[config.mk]
export PLATFORM = sky130hd
export DESIGN_NAME = alu_issue
export DESIGN_NICKNAME = d
export VERILOG_FILES = /design/src/rtl/alu_issue.sv
export SDC_FILE = /design/constraint.sdc
export NUM_CORES = 2
export LEC_CHECK = 0
export BUFFER_PORTS_ARGS = -buffer_cell sky130_fd_sc_hd__buf_2
export CORE_ASPECT_RATIO = 0.7
export CORE_MARGIN = 4
export CORE_UTILIZATION = 50
export CTS_CLUSTER_DIAMETER = 120
export DETAILED_ROUTE_END_ITERATION = 6
export MAX_ROUTING_LAYER = met4
export PLACE_DENSITY = 0.75
export SETUP_SLACK_MARGIN = 0.5
export SLEW_MARGIN = 20
export SYNTH_ARGS = -nofsm -noshare
export SYNTH_HDL_FRONTEND = slang
export SYNTH_SLANG_ARGS = --single-unit
[constraint.sdc]
create_clock -name clk -period 3.1 [get_ports clk]
set_input_delay 0.62 -clock clk [delete_from_list [all_inputs] [get_ports clk]]
set_output_delay 0.62 -clock clk [all_outputs]
set_load 0.05 [all_outputs]
[src/rtl/alu_issue.sv]
// alu_issue: two-stage issue/writeback front end for an external registered ALU.
// Stage S1 presents opcode and operands to the ALU; stage S2 observes the ALU
// result, drives the writeback port and commits it to the register file.
// Optional build macro ALU_ISSUE_BYPASS_EN: operand reads that hit the register
// being written back in S2 take alu_result directly instead of stalling.
module alu_issue #(
  parameter int NREGS = 32,
  parameter int WIDTH = 64
) (
  input  logic             clk,
  input  logic             reset_n,
  input  logic             in_valid,
  output logic             in_ready,
  input  logic [4:0]       in_opcode,
  input  logic [4:0]       in_rd,
  input  logic [4:0]       in_rs1,
  input  logic [4:0]       in_rs2,
  output logic [4:0]       alu_opcode,
  output logic [WIDTH-1:0] alu_value1,
  output logic [WIDTH-1:0] alu_value2,
  input  logic [WIDTH-1:0] alu_result,
  output logic             wb_valid,
  output logic [4:0]       wb_rd,
  output logic [WIDTH-1:0] wb_data,
  input  logic [4:0]       dbg_addr,
  output logic [WIDTH-1:0] dbg_data,
  output logic [31:0]      retired
);

  logic [WIDTH-1:0] rf [NREGS];

  logic             s1_valid;
  logic [4:0]       s1_rd;
  logic             s2_valid;
  logic [4:0]       s2_rd;

  logic             s1_hit;
  logic             s2_match1;
  logic             s2_match2;
  logic             accept;
  logic [WIDTH-1:0] op1;
  logic [WIDTH-1:0] op2;

  // Hazard detection against the instructions currently in S1 and S2.
  always_comb begin
    s1_hit    = s1_valid && (s1_rd != 5'd0) && ((s1_rd == in_rs1) || (s1_rd == in_rs2));
    s2_match1 = s2_valid && (s2_rd != 5'd0) && (s2_rd == in_rs1);
    s2_match2 = s2_valid && (s2_rd != 5'd0) && (s2_rd == in_rs2);
`ifdef ALU_ISSUE_BYPASS_EN
    in_ready  = !s1_hit;
`else
    // The S2 result is only committed at the end of the cycle, so wait for it.
    in_ready  = !(s1_hit || s2_match1 || s2_match2);
`endif
    accept    = in_valid && in_ready;
  end

  // Operand read: x0 is hardwired to zero, optional write-through from S2.
  always_comb begin
    op1 = '0;
    op2 = '0;
    if ((in_rs1 != 5'd0) && (int'(in_rs1) < NREGS)) op1 = rf[in_rs1];
    if ((in_rs2 != 5'd0) && (int'(in_rs2) < NREGS)) op2 = rf[in_rs2];
`ifdef ALU_ISSUE_BYPASS_EN
    if (s2_match1) op1 = alu_result;
    if (s2_match2) op2 = alu_result;
`endif
  end

  // Debug read port sees committed state only.
  always_comb begin
    dbg_data = '0;
    if ((dbg_addr != 5'd0) && (int'(dbg_addr) < NREGS)) dbg_data = rf[dbg_addr];
  end

  // Writeback observation comes straight from S2 and the ALU output register.
  always_comb begin
    wb_valid = s2_valid;
    wb_rd    = s2_rd;
    wb_data  = alu_result;
  end

  // Pipeline registers; ALU inputs hold their last values when nothing issues.
  always_ff @(posedge clk or negedge reset_n) begin
    if (!reset_n) begin
      s1_valid   <= 1'b0;
      s1_rd      <= 5'd0;
      s2_valid   <= 1'b0;
      s2_rd      <= 5'd0;
      alu_opcode <= 5'd0;
      alu_value1 <= '0;
      alu_value2 <= '0;
    end else begin
      s1_valid <= accept;
      if (accept) begin
        s1_rd      <= in_rd;
        alu_opcode <= in_opcode;
        alu_value1 <= op1;
        alu_value2 <= op2;
      end
      s2_valid <= s1_valid;
      if (s1_valid) s2_rd <= s1_rd;
    end
  end

  // Register file commit at the end of the S2 cycle; rd=0 is dropped.
  always_ff @(posedge clk or negedge reset_n) begin
    if (!reset_n) begin
      for (int i = 0; i < NREGS; i++) rf[i] <= '0;
    end else if (s2_valid && (s2_rd != 5'd0) && (int'(s2_rd) < NREGS)) begin
      rf[s2_rd] <= alu_result;
    end
  end

  // Retire counter counts every writeback, including rd=0, and wraps.
  always_ff @(posedge clk or negedge reset_n) begin
    if (!reset_n) begin
      retired <= 32'd0;
    end else if (s2_valid) begin
      retired <= retired + 32'd1;
    end
  end

endmodule

==> results.tsv <==
metric	value	unit
Post-DP HPWL	306000	um
Hold Path Class	in -> reg	
Inserted Clock Buffers	223	
Hold Path Depth	2	
largest net degree at the start of global routing	137	
max-cap violations	0	
worst vdd ir	685	uV
setup tns final	-20.84	ns
CP arrival	3.00	ns
Final setup viols	65	
clk slew on worst S/H paths	0.07	ns
unrepaired setup endpoints after global routing	yes	
die extent in y	438	um
number of global-route vias before repair	94800	
area of the mapped netlist	132000	um2
Most common cell on crit path	mux4_2	
Starting Density	0.504	
hold path start	alu_result[24]	
CTS tree	done	
grt ovf	0	
reg2reg setup slack	0.53	ns
Syn Inst Count	8457	
FF+latch count, synth	2225	
Core Box Area	262000	um2
Worst setup EP type	output port	
Reg-to-Reg End	rf[565]$_DFFE_PN0P_	
Die ar.	272000	um2
number of synthesized flops with an enable pin	0	
setup ws final	-0.517	ns
post-synth top area share	0.422	
Die Wd	622	um
Least-Margin Pin Slew	1.07	ns
Ys Warns	0	
final std cells w/o fill	12800	
number of filler cells placed in the layout	18800	
Avg WL per Cell	37.9	um
root buffer cell	clkbuf_16	
htree depth	4	
# nets final	9183	
post-DR vias/cell	7.35	
IO Pins	392	
R2R cell count	7	
GRT Overall Usage	0.364	
first-pass GRT wire length	699000	um
layout cells sized above 1	0.616	
antenna violations before repair	38	
Yosys cell types	51	
Worst Hold End	rf[88]$_DFFE_PN0P_	
post-synthesis sequential area ratio	0.422	
Slew Limit Fails	0	
CP max stage delay	0.55	ns
drt total wl	486000	um
failing checks	design-rule violations, negative setup slack	
Residual DRC	1	
Top delay family on crit path	multiplexers	
PD cells	915	nW/um2
drt first pass iters	7	
PortBufs	391	
slowest stage cell, crit path	mux4_2	
CP Data Required Time	2.48	ns
final worst path period share	1.17	
Skew-Pair Late Insertion Delay	0.89	ns
Via Count	94300	
ys flop type	dfrtp_1	
Placed Cells incl. Taps	12100	
top-count cell post-synth	dfrtp_1	
initial drt markers	14200	
crit start category	flop	
worst r2r src	wb_rd[3]$_DFFE_PN0P_	
Hold Fails Final Rpt	0	
Mean Syn Cell Area	15.6	um2
cell taking the most area after synthesis	dfrtp_1	
status	finished, violations left	
Core Rows	157	
critical-path cell list	mux4_2 -> mux4_2 -> mux2i_4 -> buf_6 -> nor2_4 -> buf_8	
relative slew slack	0.285	
leakage power	64.8	nW
Peak Freq	277	MHz
Final Skew	0.0292	ns
crit path max fanout	4	
Clock Tree Buf Depth	3	
fin util	0.594	
Area Growth Syn to Fin	18.0	%
buffer and inverter count on the worst path	2	
Area contributors post-synth	dfrtp_1, mux4_2, mux2_2, mux2i_1, clkbuf_1	
Synth Net Count	8550	
Final ANT Viol Nets	0	
Post-synth top cells	dfrtp_1, mux2_2, mux4_2	
last weighted congestion value of the routability-driven placer	0.959	
Async S/R FF share, synth	1.00	
Final min period	3.62	ns
Clock Sinks	2225	
crit path kind	reg -> out	
-- logic make-up (layout without fill, tap and decap cells) --
kind of cell | after synthesis | in the layout | synth area share
AND/OR/NAND/NOR | 352 | 352 | 0.0125
other | 0 | 55 | 0
XOR/XNOR | 51 | 51 | 0.00338
AO/OA/AOI/OAI | 512 | 512 | 0.0280
adder cells (fa/ha/maj) | 1 | 1 | 0.0000948
multiplexers | 4110 | 4110 | 0.491
flip-flops | 2225 | 2225 | 0.422
buffers and inverters | 1206 | 2022 | 0.0431
-- sequential cells by signal, indices dropped and copies added (netlist names) --
signal,flops
s1_valid,1
wb_rd,5
wb_valid,1
s1_rd,5
rf,2048
alu_opcode,5
alu_value2,64
retired,32
alu_value1,64
-- power breakdown --
| group | switching [mW] | internal (mW) | total, mW |
|---|---|---|---|
| logic | 24.5 | 33.0 | 57.5 |
| registers | 13.5 | 41.9 | 55.4 |
| clock network | 12.3 | 17.2 | 29.5 |
-- cell usage in the layout (no fill, tap or decap), drive strengths merged, types with 30 or more instances in the layout --
master,instances
inv,142
nor2b,36
clkinv,38
a211oi,34
bufinv,34
buf,1457
a221oi,50
mux2i,343
nor2,76
a211o,30
clkbuf,319
a21oi,99
mux4,1683
nand2,156
o22ai,135
o32ai,128
mux2,2084
dfrtp,2225
xor2,31
diode,55
-- metrics by stage --
step           setup slack (ns)  power (mW)  hold slack (ns)  area [um2]
2_1_floorplan            0.0366        89.7            0.324      133000
3_3_place_gp             -0.900         105            0.395      143000
3_5_place_dp             -0.906         108            0.404      143000
4_1_cts                  -0.515         140           0.0988      155000
5_1_grt                  -0.510         147            0.139      156000
6_report                 -0.517         142            0.164      156000
-- what timing repair did --
item / CTS / global route
resized for setup: 286 / 64
setup endpoints to repair: 302 / 129
hold endpoints to repair: 37 / 0
pin swaps: 39 / 30
gates cloned: 13 / 8
hold buffers: 10 / 0
buffers inserted: 214 / 54
-- metal layers --
layer | global-route usage | vias up | wire, um
met5 | - | - | 0
met3 | 0.151 | 1781 | 73800
met2 | 0.493 | 7937 | 207000
li1 | - | 35000 | -
met1 | 0.463 | 49600 | 173000
met4 | 0.203 | 0 | 32800
-- how the worst max path moves through the flow --
stage,cells after the start,startpoint,slack [ns],endpoint
after floorplan,7,dbg_addr[0],0.04,dbg_data[15]
after global placement,8,dbg_addr[0],-0.90,dbg_data[32]
after detailed placement,8,dbg_addr[0],-0.91,dbg_data[32]
after CTS,6,rf[1814]$_DFFE_PN0P_,-0.51,dbg_data[22]
after global routing,6,rf[1366]$_DFFE_PN0P_,-0.51,dbg_data[22]
final,6,rf[1814]$_DFFE_PN0P_,-0.52,dbg_data[22]
-- area by class of cell --
type / instances / area, um2 / area share
repair buffers: 1479 / 15200 / 0.0978
flip-flops and latches: 2225 / 55700 / 0.358
inverters: 135 / 515 / 0.00331
diodes: 55 / 138 / 0.000884
well taps: 3498 / 4380 / 0.0281
clock inverters: 99 / 1450 / 0.00928
multi-input cells: 5026 / 71900 / 0.462
clock buffers: 309 / 6410 / 0.0412
(Power assumes the default switching activity.)
